### src/rtl/spi_voice_cmd_rx.sv
// rtl/spi_voice_cmd_rx.sv - SPI-slave receiver turning 7-byte MCU note frames into the SPI_* voice command bus.
// All SPI pins are oversampled in the i_clk domain; a frame is decoded once cs_n returns high.
module spi_voice_cmd_rx #(
  parameter int         SYNC_STAGES  = 2,
  parameter logic [3:0] HEADER       = 4'hA,
  parameter int         TUNING_WIDTH = 32
) (
  input  logic                    i_clk,
  input  logic                    i_reset,
  input  logic                    i_sclk,
  input  logic                    i_cs_n,
  input  logic                    i_mosi,
  output logic                    o_SPI_note_status,
  output logic [7:0]              o_SPI_voice_index,
  output logic [TUNING_WIDTH-1:0] o_SPI_tuning_code,
  output logic [7:0]              o_SPI_velocity,
  output logic                    o_SPI_flag,
  output logic                    o_frame_error
);

  localparam int         FRAME_BITS = 24 + TUNING_WIDTH;
  localparam logic [5:0] FRAME_CNT  = 6'(FRAME_BITS);
  localparam logic [5:0] CNT_MAX    = 6'd63;

  localparam logic [1:0] ST_IDLE  = 2'd0;
  localparam logic [1:0] ST_SHIFT = 2'd1;
  localparam logic [1:0] ST_CHECK = 2'd2;

  logic [SYNC_STAGES-1:0]  sclk_sync_q, sclk_sync_d;
  logic [SYNC_STAGES-1:0]  cs_sync_q, cs_sync_d;
  logic [SYNC_STAGES-1:0]  mosi_sync_q, mosi_sync_d;
  logic                    sclk_prev_q, sclk_prev_d;
  logic                    cs_prev_q, cs_prev_d;

  logic [1:0]              state_q, state_d;
  logic [FRAME_BITS-1:0]   shreg_q, shreg_d;
  logic [5:0]              bit_cnt_q, bit_cnt_d;

  logic                    note_status_q, note_status_d;
  logic [7:0]              voice_index_q, voice_index_d;
  logic [TUNING_WIDTH-1:0] tuning_code_q, tuning_code_d;
  logic [7:0]              velocity_q, velocity_d;
  logic                    flag_q, flag_d;
  logic                    frame_error_q, frame_error_d;

  logic sclk_s, cs_s, mosi_s;
  logic sclk_rise, cs_rise, cs_fall;
  logic frame_ok;

  assign sclk_s = sclk_sync_q[SYNC_STAGES-1];
  assign cs_s   = cs_sync_q[SYNC_STAGES-1];
  assign mosi_s = mosi_sync_q[SYNC_STAGES-1];

  assign sclk_rise = sclk_s & ~sclk_prev_q;
  assign cs_rise   = cs_s & ~cs_prev_q;
  assign cs_fall   = ~cs_s & cs_prev_q;

  assign frame_ok = (bit_cnt_q == FRAME_CNT) &&
                    (shreg_q[FRAME_BITS-1 -: 4] == HEADER);

  always_comb begin
    sclk_sync_d = {sclk_sync_q[SYNC_STAGES-2:0], i_sclk};
    cs_sync_d   = {cs_sync_q[SYNC_STAGES-2:0], i_cs_n};
    mosi_sync_d = {mosi_sync_q[SYNC_STAGES-2:0], i_mosi};
    sclk_prev_d = sclk_s;
    cs_prev_d   = cs_s;
  end

  always_comb begin
    state_d       = state_q;
    shreg_d       = shreg_q;
    bit_cnt_d     = bit_cnt_q;
    note_status_d = note_status_q;
    voice_index_d = voice_index_q;
    tuning_code_d = tuning_code_q;
    velocity_d    = velocity_q;
    flag_d        = 1'b0;
    frame_error_d = 1'b0;

    case (state_q)
      ST_IDLE: begin
        if (cs_fall) begin
          shreg_d   = '0;
          bit_cnt_d = '0;
          state_d   = ST_SHIFT;
        end
      end
      ST_SHIFT: begin
        // End of frame wins over a coincident sclk edge.
        if (cs_rise) begin
          state_d = ST_CHECK;
        end else if (sclk_rise) begin
          shreg_d = {shreg_q[FRAME_BITS-2:0], mosi_s};
          if (bit_cnt_q != CNT_MAX) begin
            bit_cnt_d = bit_cnt_q + 6'd1;
          end
        end
      end
      ST_CHECK: begin
        if (frame_ok) begin
          note_status_d = shreg_q[FRAME_BITS-8];
          voice_index_d = shreg_q[FRAME_BITS-9 -: 8];
          tuning_code_d = shreg_q[TUNING_WIDTH+7:8];
          velocity_d    = shreg_q[7:0];
          flag_d        = 1'b1;
        end else begin
          frame_error_d = 1'b1;
        end
        state_d = ST_IDLE;
      end
      default: state_d = ST_IDLE;
    endcase
  end

  always_ff @(posedge i_clk or negedge i_reset) begin
    if (!i_reset) begin
      sclk_sync_q   <= '0;
      cs_sync_q     <= '1;
      mosi_sync_q   <= '0;
      sclk_prev_q   <= 1'b0;
      cs_prev_q     <= 1'b1;
      state_q       <= ST_IDLE;
      shreg_q       <= '0;
      bit_cnt_q     <= '0;
      note_status_q <= 1'b0;
      voice_index_q <= '0;
      tuning_code_q <= '0;
      velocity_q    <= '0;
      flag_q        <= 1'b0;
      frame_error_q <= 1'b0;
    end else begin
      sclk_sync_q   <= sclk_sync_d;
      cs_sync_q     <= cs_sync_d;
      mosi_sync_q   <= mosi_sync_d;
      sclk_prev_q   <= sclk_prev_d;
      cs_prev_q     <= cs_prev_d;
      state_q       <= state_d;
      shreg_q       <= shreg_d;
      bit_cnt_q     <= bit_cnt_d;
      note_status_q <= note_status_d;
      voice_index_q <= voice_index_d;
      tuning_code_q <= tuning_code_d;
      velocity_q    <= velocity_d;
      flag_q        <= flag_d;
      frame_error_q <= frame_error_d;
    end
  end

  assign o_SPI_note_status = note_status_q;
  assign o_SPI_voice_index = voice_index_q;
  assign o_SPI_tuning_code = tuning_code_q;
  assign o_SPI_velocity    = velocity_q;
  assign o_SPI_flag        = flag_q;
  assign o_frame_error     = frame_error_q;

endmodule

### config.mk
export PLATFORM = sky130hd
export DESIGN_NAME = spi_voice_cmd_rx
export DESIGN_NICKNAME = d
export VERILOG_FILES = /design/src/rtl/spi_voice_cmd_rx.sv
export SDC_FILE = /design/constraint.sdc
export NUM_CORES = 1
export LEC_CHECK = 0
export BUFFER_PORTS_ARGS = -buffer_cell sky130_fd_sc_hd__clkbuf_2
export CELL_PAD_IN_SITES_DETAIL_PLACEMENT = 0
export CELL_PAD_IN_SITES_GLOBAL_PLACEMENT = 2
export CORE_ASPECT_RATIO = 0.5
export CORE_UTILIZATION = 41
export DETAILED_ROUTE_END_ITERATION = 8
export PLACE_DENSITY_LB_ADDON = 0.1
export REMOVE_ABC_BUFFERS = 1
export SYNTH_ARGS = -nofsm -noshare
export SYNTH_HDL_FRONTEND = slang
export SYNTH_SLANG_ARGS = --single-unit
### constraint.sdc
create_clock -name i_clk -period 2.5 [get_ports i_clk]
set_clock_uncertainty 0.2 [all_clocks]
set_input_delay 0.5 -clock i_clk [delete_from_list [all_inputs] [get_ports i_clk]]
set_output_delay 0.5 -clock i_clk [all_outputs]
set_load 0.005 [all_outputs]
==> results of run 1 <==
[layout make-up]
type	instances	area (um^2)	share of cell area (%)
Multi-Input combinational cell	144	1320	23.5
Clock inverter	15	150	2.68
Sequential cell	123	3080	54.9
Inverter	5	18.8	0.335
Clock buffer	17	425	7.58
Tap cell	140	175	3.12
Timing Repair Buffer	67	440	7.85
[critical path, stage by stage, from the launching register on]
cell and delay (ns):
dfrtp_1 0.45, or4b_1 0.52, o31a_2 0.15, a41o_1 0.28
a221o_1 0.36
[cells by family (layout without fill, tap and decap cells)]
logic type                 Yosys count  in the layout
AOI/OAI and AO/OA                   64             64
buffers and inverters               22            104
DFF                                123            123
adders and majority gates            3              3
muxes                               51             51
and+or+nand+nor                     26             26
[cell usage after synthesis]
cell	number	area share, %
a221o_1	1	0.22
a22o_1	56	11
a31oi_1	1	0.14
a41o_1	1	0.22
and2_1	1	0.14
and3_1	1	0.14
and4b_1	1	0.22
buf_2	10	1.1
clkbuf_1	7	0.59
dfrtp_1	120	67
dfstp_2	3	1.8
ha_1	2	0.56
inv_1	5	0.42
maj3_1	1	0.22
mux2_2	49	12
mux2i_1	2	0.45
nand2_1	6	0.50
nand2b_1	2	0.28
nand3_1	3	0.33
nor2_1	5	0.42
nor2b_1	1	0.14
nor3_1	1	0.11
nor3b_1	2	0.33
nor4_1	1	0.14
nor4bb_1	1	0.22
o21ai_0	1	0.11
o22a_1	3	0.59
o31a_1	1	0.20
or4b_1	1	0.22
[routing by layer]
metal / wire length, um / vias to the layer above / part of all wire, %
met5: 0 / - / 0
met4: 27 / 0 / 0.32
met3: 254 / 5 / 3.0
met2: 4010 / 40 / 48
met1: 4060 / 1403 / 49
li1: - / 1207 / -
[sequential cells by signal, summed over array words and instances (netlist names)]
name	flops
bit_cnt_q	6
cs_prev_q	1
cs_sync_q	2
mosi_sync_q	2
o_SPI_flag	1
o_SPI_note_status	1
o_SPI_tuning_code	32
o_SPI_velocity	8
o_SPI_voice_index	8
o_frame_error	1
sclk_prev_q	1
sclk_sync_q	2
shreg_q	56
state_q	2
[path summary, 6_finish.rpt]
check                          startpoint                    to  slack, ns
min                        sclk_sync_q[0]        sclk_sync_q[1]       0.15
min reg2reg                sclk_sync_q[0]        sclk_sync_q[1]       0.15
min in group asynchronous         i_reset  o_SPI_tuning_code[8]       0.46
max reg2reg                    state_q[0]          bit_cnt_q[5]       0.42
max                            state_q[0]          bit_cnt_q[5]       0.42
max in group asynchronous         i_reset             cs_prev_q       1.01
[cells in the final DEF, fill, tap and decap left out, drive strengths merged, types with 2 or more instances in the layout]
master	n
nor2	5
clkbuf	71
mux2	49
clkinv	4
a22o	56
buf	9
clkinvlp	7
dfstp	3
bufinv	2
nand2b	2
ha	2
dfrtp	120
nor3b	2
nand3	3
nand2	6
o22a	3
mux2i	2
dlygate4sd3	4
inv	7
[power groups by stage]
stage,clock [mW],sequential (mW),combinational [mW]
2_1_floorplan,0,2.09,0.0956
3_3_place_gp,0,2.10,0.191
3_5_place_dp,0,2.10,0.192
4_1_cts,2.42,2.07,0.198
5_1_grt,2.52,2.07,0.222
6_report,2.36,2.07,0.194
[metrics by stage]
stage / TNS [ns] / utilization (%) / hold slack, ns / cell area (um^2)
global route: 0 / 53.9 / 0.159 / 5610
finish: 0 / 53.9 / 0.153 / 5610
floorplan: -126.68 / - / 0.00441 / 4410
CTS: 0 / 53.9 / 0.156 / 5610
detailed placement: 0 / 48.0 / 0.146 / 4990
global placement: 0 / 48.0 / 0.132 / 4990
[what timing repair did]
item,in CTS,in global routing
endpoints found under the setup margin,0,0
resized for setup,0,0
endpoints found under the hold margin,44,0
hold buffers,4,0
==> metrics.yaml, run 1 <==
critical_path:
  arrival_ns: 2.17
  cp-end-kind: "register"
  worstPathMaxFanout: 8
  rr_worst_depth: 4
  start_kind: "register"
  required_ns: 2.58
  path_class: "register to register"
drt:
  drc: 0
  vias_per_cell: 5.20
  ant_nets: 0
  wl_mm: 8.35
  wl_per_cell_um: 16.3
  first_pass_iters: 4
  vias: 2655
  drtIter0Drc: 91
timing:
  finalCriticalPeriod_ns: 2.08
  tightestPinTransition_ns: 0.596
  max_slew_margin_pct: 60.3
  setup_viol: 0
  timing.final.ws_setup_ns: 0.416
  fmax_mhz: 480
  grt_setup_unrepaired: "no"
  hold_viol_final: 0
  drv_slew: 0
  post-route-period-util_pct: 83.4
yosys:
  yosys_warnings: 0
  synthSimpleGateAreaFrac_pct: 3.21
  syn-mean-instance-area_um2: 15.5
  synth_compound_area_share_pct: 12.4
  synthCells: 289
  synth-xor-area-share_pct: 0
  synthAdderAreaFrac_pct: 0.781
  yosys_register_bits: 123
  synth_top_family_by_area: "multiplexers"
  yosysSeqAreaShare_pct: 68.7
  ys_types: 29
  synth.area.mux_share_pct: 12.8
  mappedNetlistArea_mm2: 0.00448
clocking:
  clockRootBuffer: "clkbuf_16"
  clkTransAtPathRegs_ns: 0.06
  clk_path_buf_depth: 2
  postCtsSetupRepairBufs: 0
  cts_tree: "done"
  cts.sinks: 123
  cts_max_level: 4
  numCtsBuffers: 17
  clock_latency_ns: 0.40
pwr:
  power_density_mw_per_mm2: 824
  p_leak_nw: 2.89
  switching_share_pct: 23.0
  switchingPower_mw: 1.06
  clock_power_share_pct: 51.0
  ir_worst_vdd_uv: 404
  p_int_mw: 3.56
  total_power_mw: 4.62
  seqPwrFrac_pct: 44.8
  p_comb_share_pct: 4.2
min_path:
  worstHoldPathCells: 0
  hold_class: "register to register"
placement:
  portBuffers: 55
  gp_congestion: 0.742
  dp_hpwl_mm: 4.95
  place_inst: 475
  place_ws_ns: 0.418
layout:
  drive_gt1_share_pct: 40.4
  layout.cells.non_filler: 511
  syn_to_final_growth_pct: 25.1
  fillers: 877
  antenna_cells: 0
  nets: 365
floorplan:
  rows: 26
  dieWidth_um: 150
  fp.dieH_um: 76.0
  die_area_mm2: 0.0114
  coreArea_mm2: 0.0104
  num_io_pins: 56
  initial_core_util_pct: 43.1
global_routing:
  grt_pass1_wl_mm: 14.6
  antenna_found_initial: 0
  use_met2_pct: 25.2
  grt_usage_pct: 16.9
  first_global_vias: 2800
  use_met3_pct: 5.72
  busiest_layer: "met2"
  overflow: 0
  grt_max_degree: 58
  grt_util_met1_pct: 22.9
outcome:
  status: "finished clean"
flow_run:
  maxCapViolations: 0
Note: power is estimated with default switching activity, not from simulation.
==> run 2: changes to the inputs <==
--- a/config.mk
+++ b/config.mk
@@ -5,11 +5,12 @@
 export SDC_FILE = /design/constraint.sdc
 export NUM_CORES = 1
 export LEC_CHECK = 0
+export ABC_AREA = 1
 export BUFFER_PORTS_ARGS = -buffer_cell sky130_fd_sc_hd__clkbuf_2
 export CELL_PAD_IN_SITES_DETAIL_PLACEMENT = 0
 export CELL_PAD_IN_SITES_GLOBAL_PLACEMENT = 2
 export CORE_ASPECT_RATIO = 0.5
-export CORE_UTILIZATION = 41
+export CORE_UTILIZATION = 33
 export DETAILED_ROUTE_END_ITERATION = 8
 export PLACE_DENSITY_LB_ADDON = 0.1
 export REMOVE_ABC_BUFFERS = 1
==> constraint.sdc (replaced) <==
create_clock -name i_clk -period 1.7 [get_ports i_clk]
set_clock_uncertainty 0.2 [all_clocks]
set_input_delay 0.34 -clock i_clk [delete_from_list [all_inputs] [get_ports i_clk]]
set_output_delay 0.34 -clock i_clk [all_outputs]
set_load 0.005 [all_outputs]
==> metrics.yaml, run 2 <==
yosys:
  synth.area.mux_share_pct: 0  # -13 points
  synthCells: 485  # +68%
  yosysTopAreaCell: "dfrtp_1"
  synth_edf_count: 0  # unchanged
  synth-xor-area-share_pct: 0  # unchanged
  yosysMostFrequentCell: "nand2_1"
  ys_types: 24  # -17%
  synth_top_family_by_area: "simple AND/OR/NAND/NOR gates"
  synth_compound_area_share_pct: 12.5  # +0.12 points
  ys.flop_type: "dfrtp_1"
  synth_common_cells: "129 x nand2_1, 120 x dfrtp_1, 85 x o21ai_0, 68 x inv_1, 27 x o21ai_1"
  mappedNetlistArea_mm2: 0.00468  # +4.4%
  yosysSeqAreaShare_pct: 65.8  # -2.9 points
  synth_top_area_share_pct: 64.2  # -2.8 points
  synthSimpleGateAreaFrac_pct: 12.9  # +9.6 points
  synthAdderAreaFrac_pct: 0.535  # -0.25 points
  synthArstFlopShare_pct: 100  # unchanged
  yosys_warnings: 0  # unchanged
  yosys_register_bits: 123  # unchanged
  synthTopCellsByArea: "dfrtp_1 64%, nand2_1 10%, o21ai_0 9.1%, inv_1 5.5%, o21ai_1 2.9%"
  syn-mean-instance-area_um2: 9.65  # -38%
layout:
  top_register: "shreg_q"
  antenna_cells: 0  # unchanged
  final_common_cell: "dfrtp_1"
  largest_register_ffs: 56  # unchanged
  final_util_pct: 48.8  # -5.1 points
  mostFrequentLayoutCells: "120 x dfrtp_1, 111 x nand2_1, 65 x inv_1, 57 x o21ai_1, 54 x clkbuf_2"
  syn_to_final_growth_pct: 42.9
  drive_gt1_share_pct: 35.2  # -5.3 points
  nets: 595  # +63%
  stdcell_area_mm2: 0.00669  # +19%
timing:
  max_slew_margin_pct: 74.5  # +14 points
  setup_viol: 33  # +33
  timing.final.ws_setup_ns: -0.0314  # -0.447 ns
  finalCriticalPeriod_ns: 1.73  # -0.353 ns
  drv_slew: 0  # unchanged
  fmax_mhz: 578  # +20%
  fin_setup_tns_ns: -0.433  # -0.433 ns
  tightestPinTransition_ns: 0.382  # -0.214 ns
  grt_setup_unrepaired: "yes"
  hold_viol_final: 0  # unchanged
  post-route-period-util_pct: 102  # +18 points
  hold_slack_ns: 0.153  # -0.000398 ns
clocking:
  cts_tree: "done"
  clkTransAtPathRegs_ns: 0.06  # about the same
  clk_path_buf_depth: 2  # unchanged
  clock_latency_ns: 0.40  # about the same
  cts_max_level: 4  # unchanged
  clockRootBuffer: "clkbuf_16"
  numCtsBuffers: 17  # unchanged
  cts.sinks: 123  # unchanged
critical_path:
  worstPathMaxFanout: 16  # +8
  arrival_ns: 1.85  # -0.32 ns
  r2r_slack_ns: -0.03  # -0.45 ns
  cp-end-kind: "register"
  reg2reg_from: "bit_cnt_q[0]"
  rr_worst_depth: 8  # +4
  worstSetupEndpoint: "o_SPI_velocity[4]"
  r2r_end: "o_SPI_velocity[4]"
  start_kind: "register"
  path_class: "register to register"
  crit_start: "bit_cnt_q[0]"
  required_ns: 1.82  # -0.76 ns
flow_run:
  maxCapViolations: 0  # unchanged
drt:
  wl_per_cell_um: 15.6  # -4.8%
  top_layer_used: "met4"
  wl_mm: 12.3  # +48%
  met3_length_um: 408  # +61%
  drc: 0  # unchanged
  dr_wl_met2_mm: 5.30  # +32%
  vias_per_cell: 4.52  # -13%
  first_pass_iters: 4  # unchanged
  wl_met1_mm: 6.52  # +61%
  drtIter0Drc: 182  # +100%
  ant_nets: 0  # unchanged
  vias: 3578  # +35%
global_routing:
  grt_pass1_wl_mm: 16.6  # +14%
  antenna_found_initial: 0  # unchanged
  grt_usage_pct: 14.6  # -2.3 points
  grt_max_degree: 65  # +12%
  overflow: 0  # unchanged
  first_global_vias: 3299  # +18%
placement:
  dpl_cell_area_mm2: 0.00535  # +7.1%
  gp_congestion: 0.732  # -1.4%
  dp_hpwl_mm: 5.99  # +21%
  portBuffers: 55  # unchanged
pwr:
  p_leak_nw: 3.08  # +6.5%
  ir_worst_vdd_uv: 617  # +53%
  power_density_mw_per_mm2: 1100  # +33%
  total_power_mw: 7.32  # +59%
floorplan:
  num_io_pins: 56  # unchanged
  initial_core_util_pct: 34.2  # -8.9 points
  fp.dieH_um: 86.2  # +14%
  dieWidth_um: 170  # +14%
  rows: 30  # +15%
  coreArea_mm2: 0.0137  # +32%
  die_area_mm2: 0.0147  # +29%
min_path:
  hold_class: "register to register"
outcome:
  violations: "setup timing"
  status: "complete, but fails checks"
==> run 2: layout make-up <==
cell class / count / area (um^2)
multi-input combinational: 270 / 1490
clock buffer: 20 / 457
fill: 1279 / 7010
clock inverter: 11 / 145
tap: 192 / 240
inverter: 69 / 259
sequential: 123 / 3080
timing repair buffer: 107 / 1020
==> run 2: power breakdown <==
group          leakage, nW  internal, mW  switching [mW]
sequential            1.69          2.97          0.0200
combinational         1.09         0.283           0.394
clock                0.288          2.37            1.29
total                 3.08          5.62            1.70
==> run 2: kinds of logic after synthesis <==
group           count (synthesis)
compound gates                116
flops                         123
simple gates                  152
buf+inv                        92
fa+ha+maj                       2
==> run 2: worst max-delay path: stages, from the launching register on <==
cell and delay (ns):
dfrtp_1 0.40, inv_2 0.09, ha_4 0.13, inv_2 0.04, nor3_4 0.17, nand3_4 0.10, buf_12 0.17, buf_6 0.17
o21ai_0 0.16
==> run 2: what timing repair did <==
action | CTS | global route
hold buffers | 4 | 0
resized for setup | 5 | 156
endpoints found under the hold margin | 26 | 0
buffers inserted | 0 | 8
setup endpoints to repair | 68 | 104
cloned | 0 | 16
pin swaps | 0 | 6
==> run 2: layer usage <==
| metal | track usage (%) | up-vias |
|---|---|---|
| li1 | - | 1748 |
| met1 | 21.1 | 1770 |
| met2 | 21.5 | 52 |
| met3 | 3.65 | 8 |
| met4 | 4.91 | 0 |
| met5 | 0 | - |
==> run 2: metrics by stage <==
step,worst slack [ns],cells
after floorplan,-1.16,462
after CTS,-0.0732,768
after detailed placement,-0.135,733
after global placement,-0.0780,733
final,-0.0314,792
after global routing,-0.123,792
==> run 2: how the worst min path moves through the flow <==
| stage | startpoint | endpoint | slack [ns] | cells past startpoint |
|---|---|---|---|---|
| finish | mosi_sync_q[0] | mosi_sync_q[1] | 0.15 | 0 |
| global route | mosi_sync_q[0] | mosi_sync_q[1] | 0.16 | 0 |
| CTS | mosi_sync_q[0] | mosi_sync_q[1] | 0.15 | 0 |
| detailed placement | i_reset | sclk_prev_q | 0.09 | 1 |
| global placement | i_reset | sclk_prev_q | 0.09 | 1 |
| floorplan | i_reset | bit_cnt_q[0] | -0.16 | 0 |
==> run 3: changes to the inputs <==
--- a/config.mk
+++ b/config.mk
@@ -13,7 +13,6 @@
 export CORE_UTILIZATION = 33
 export DETAILED_ROUTE_END_ITERATION = 8
 export PLACE_DENSITY_LB_ADDON = 0.1
-export REMOVE_ABC_BUFFERS = 1
 export SYNTH_ARGS = -nofsm -noshare
 export SYNTH_HDL_FRONTEND = slang
 export SYNTH_SLANG_ARGS = --single-unit
==> metrics.yaml, run 3 (synthesis results as in run 2) <==
outcome:
  status: "finished clean"
floorplan:
  rows: 30  # unchanged
  dieWidth_um: 170  # unchanged
  die_area_mm2: 0.0147  # unchanged
  initial_core_util_pct: 34.2  # unchanged
  num_io_pins: 56  # unchanged
  coreArea_mm2: 0.0137  # unchanged
  fp.dieH_um: 86.2  # unchanged
timing:
  fin_setup_tns_ns: 0  # +0.433 ns
  setup_viol: 0  # -100%
  fmax_mhz: 601  # +4.0%
  hold_viol_final: 0  # unchanged
  post-route-period-util_pct: 97.9  # -3.9 points
  tightestPinTransition_ns: 0.282  # -0.0998 ns
  grt_setup_unrepaired: "yes"
  max_slew_margin_pct: 81.1  # +6.6 points
  drv_slew: 0  # unchanged
  timing.final.ws_setup_ns: 0.0352  # +0.0666 ns
  hold_slack_ns: 0.152  # -0.00106 ns
  finalCriticalPeriod_ns: 1.66  # -0.0666 ns
layout:
  layout.cells.non_filler: 780  # -1.5%
  stdcell_area_mm2: 0.00627  # -6.2%
  multi_input_area_mm2: 0.00129  # -13%
  drive_gt1_share_pct: 24.5  # -11 points
  nets: 582  # -2.2%
  mostFrequentLayoutCells: "124 x nand2_1, 120 x dfrtp_1, 66 x o21ai_1, 64 x inv_1, 54 x clkbuf_2"
  antenna_cells: 0  # unchanged
  top_register: "shreg_q"
  fillers: 1318  # +3.0%
  final_common_cell: "nand2_1"
  seq_area_mm2: 0.00308  # unchanged
  final_util_pct: 45.8  # -3.1 points
  largest_register_ffs: 56  # unchanged
  syn_to_final_growth_pct: 33.9
critical_path:
  reg2reg_from: "cs_prev_q"
  crit_slowest_cell: "dfstp_2"
  critical_path.cell_chain: "inv_2, nand2_4, nand2_4, a21oi_4, buf_6, clkbuf_16, o21ai_0"
  path_class: "register to register"
  cp-end-kind: "register"
  worstSetupEndpoint: "shreg_q[1]"
  cp_num_cells: 7  # -1
  required_ns: 1.78  # -0.04 ns
  r2r_end: "shreg_q[1]"
  critPathMaxStageDelay_ns: 0.54  # +0.14 ns
  worstPathMaxFanout: 7  # -9
  rr_worst_depth: 7  # -1
  arrival_ns: 1.74  # -0.11 ns
  start_kind: "register"
  cpMostUsedCell: "nand2_4"
  r2r_slack_ns: 0.04  # +0.07 ns
  cp_top_family: "flip-flops"
  crit_start: "cs_prev_q"
  crit_buf_inv: 3  # -1
min_path:
  hold_class: "register to register"
placement:
  place_inst: 733  # unchanged
  dp_hpwl_mm: 6.10  # +1.8%
  place_ws_ns: -0.0548  # +0.0803 ns
  dpl_cell_area_mm2: 0.00536  # +0.23%
  portBuffers: 55  # unchanged
  gp_congestion: 0.706  # -3.5%
pwr:
  seqPwrFrac_pct: 41.4  # +0.6 points
  clock_power_share_pct: 49.4  # -0.6 points
  ir_worst_vdd_uv: 795  # +29%
  switchingPower_mw: 1.75  # +3.0%
  switching_share_pct: 24.3  # +1.1 points
  p_int_mw: 5.46  # -2.9%
  power_density_mw_per_mm2: 1150  # +5.0%
  p_comb_share_pct: 9.2  # about the same
  p_leak_nw: 2.87  # -6.6%
  total_power_mw: 7.21  # -1.6%
clocking:
  clockRootBuffer: "clkbuf_16"
  numCtsBuffers: 17  # unchanged
  clock_latency_ns: 0.40  # about the same
  cts.sinks: 123  # unchanged
  clkTransAtPathRegs_ns: 0.06  # about the same
  clk_path_buf_depth: 2  # unchanged
  cts_tree: "done"
  cts_max_level: 4  # unchanged
drt:
  ant_nets: 0  # unchanged
  first_pass_iters: 4  # unchanged
  wl_per_cell_um: 13.8  # -11%
  drtIter0Drc: 174  # -4.4%
  wl_mm: 10.8  # -12%
  vias_per_cell: 4.37  # -3.2%
  drc: 0  # unchanged
  vias: 3410  # -4.7%
global_routing:
  grt_usage_pct: 15.0  # +0.37 points
  grt_max_degree: 48  # -26%
  antenna_found_initial: 0  # unchanged
  grt_pass1_wl_mm: 16.7  # +0.70%
  first_global_vias: 3304  # +0.15%
  overflow: 0  # unchanged
flow_run:
  maxCapViolations: 0  # unchanged
yosys:
  syn-num-nets: 492
run 3: what timing repair did:
action,CTS,global route
setup buffers,1,1
endpoints found under the setup margin,58,111
hold endpoints to repair,123,0
gates cloned,1,8
pin swaps,1,3
gates resized for setup,7,57
hold buffers,4,0
run 3: power by group through the flow:
stage               Sequential, mW  Clock [mW]  Combinational, mW
finish                        2.99        3.56              0.665
global route                  2.99        3.78              0.731
CTS                           2.98        3.65              0.463
detailed placement            3.04           0              0.398
global placement              3.03           0              0.400
floorplan                     3.04           0              0.162
run 3: layout make-up:
| class | count | share of cell area, % |
|---|---|---|
| clock buffers | 18 | 7.00 |
| clock inverters | 14 | 2.31 |
| inverters | 69 | 4.13 |
| multi-input cells | 270 | 20.5 |
| flip-flops and latches | 123 | 49.2 |
| well taps | 192 | 3.83 |
| repair buffers | 94 | 13.1 |
run 3: worst min-delay path by stage:
stage | startpoint | to | cells past startpoint
floorplan | i_reset | bit_cnt_q[0] | 0
global placement | i_reset | shreg_q[42] | 1
detailed placement | i_reset | shreg_q[42] | 1
CTS | sclk_sync_q[0] | sclk_sync_q[1] | 0
global route | cs_sync_q[0] | cs_sync_q[1] | 0
finish | sclk_sync_q[0] | sclk_sync_q[1] | 0
run 3: metal layers:
layer | part of all wire [%] | track usage, % | vias up | routed length, um
met3 | 3.0 | 3.79 | 13 | 322
met5 | 0 | 0 | - | 0
li1 | - | - | 1726 | -
met4 | 1.1 | 5.90 | 0 | 118
met2 | 41 | 21.6 | 49 | 4470
met1 | 54 | 21.5 | 1622 | 5870
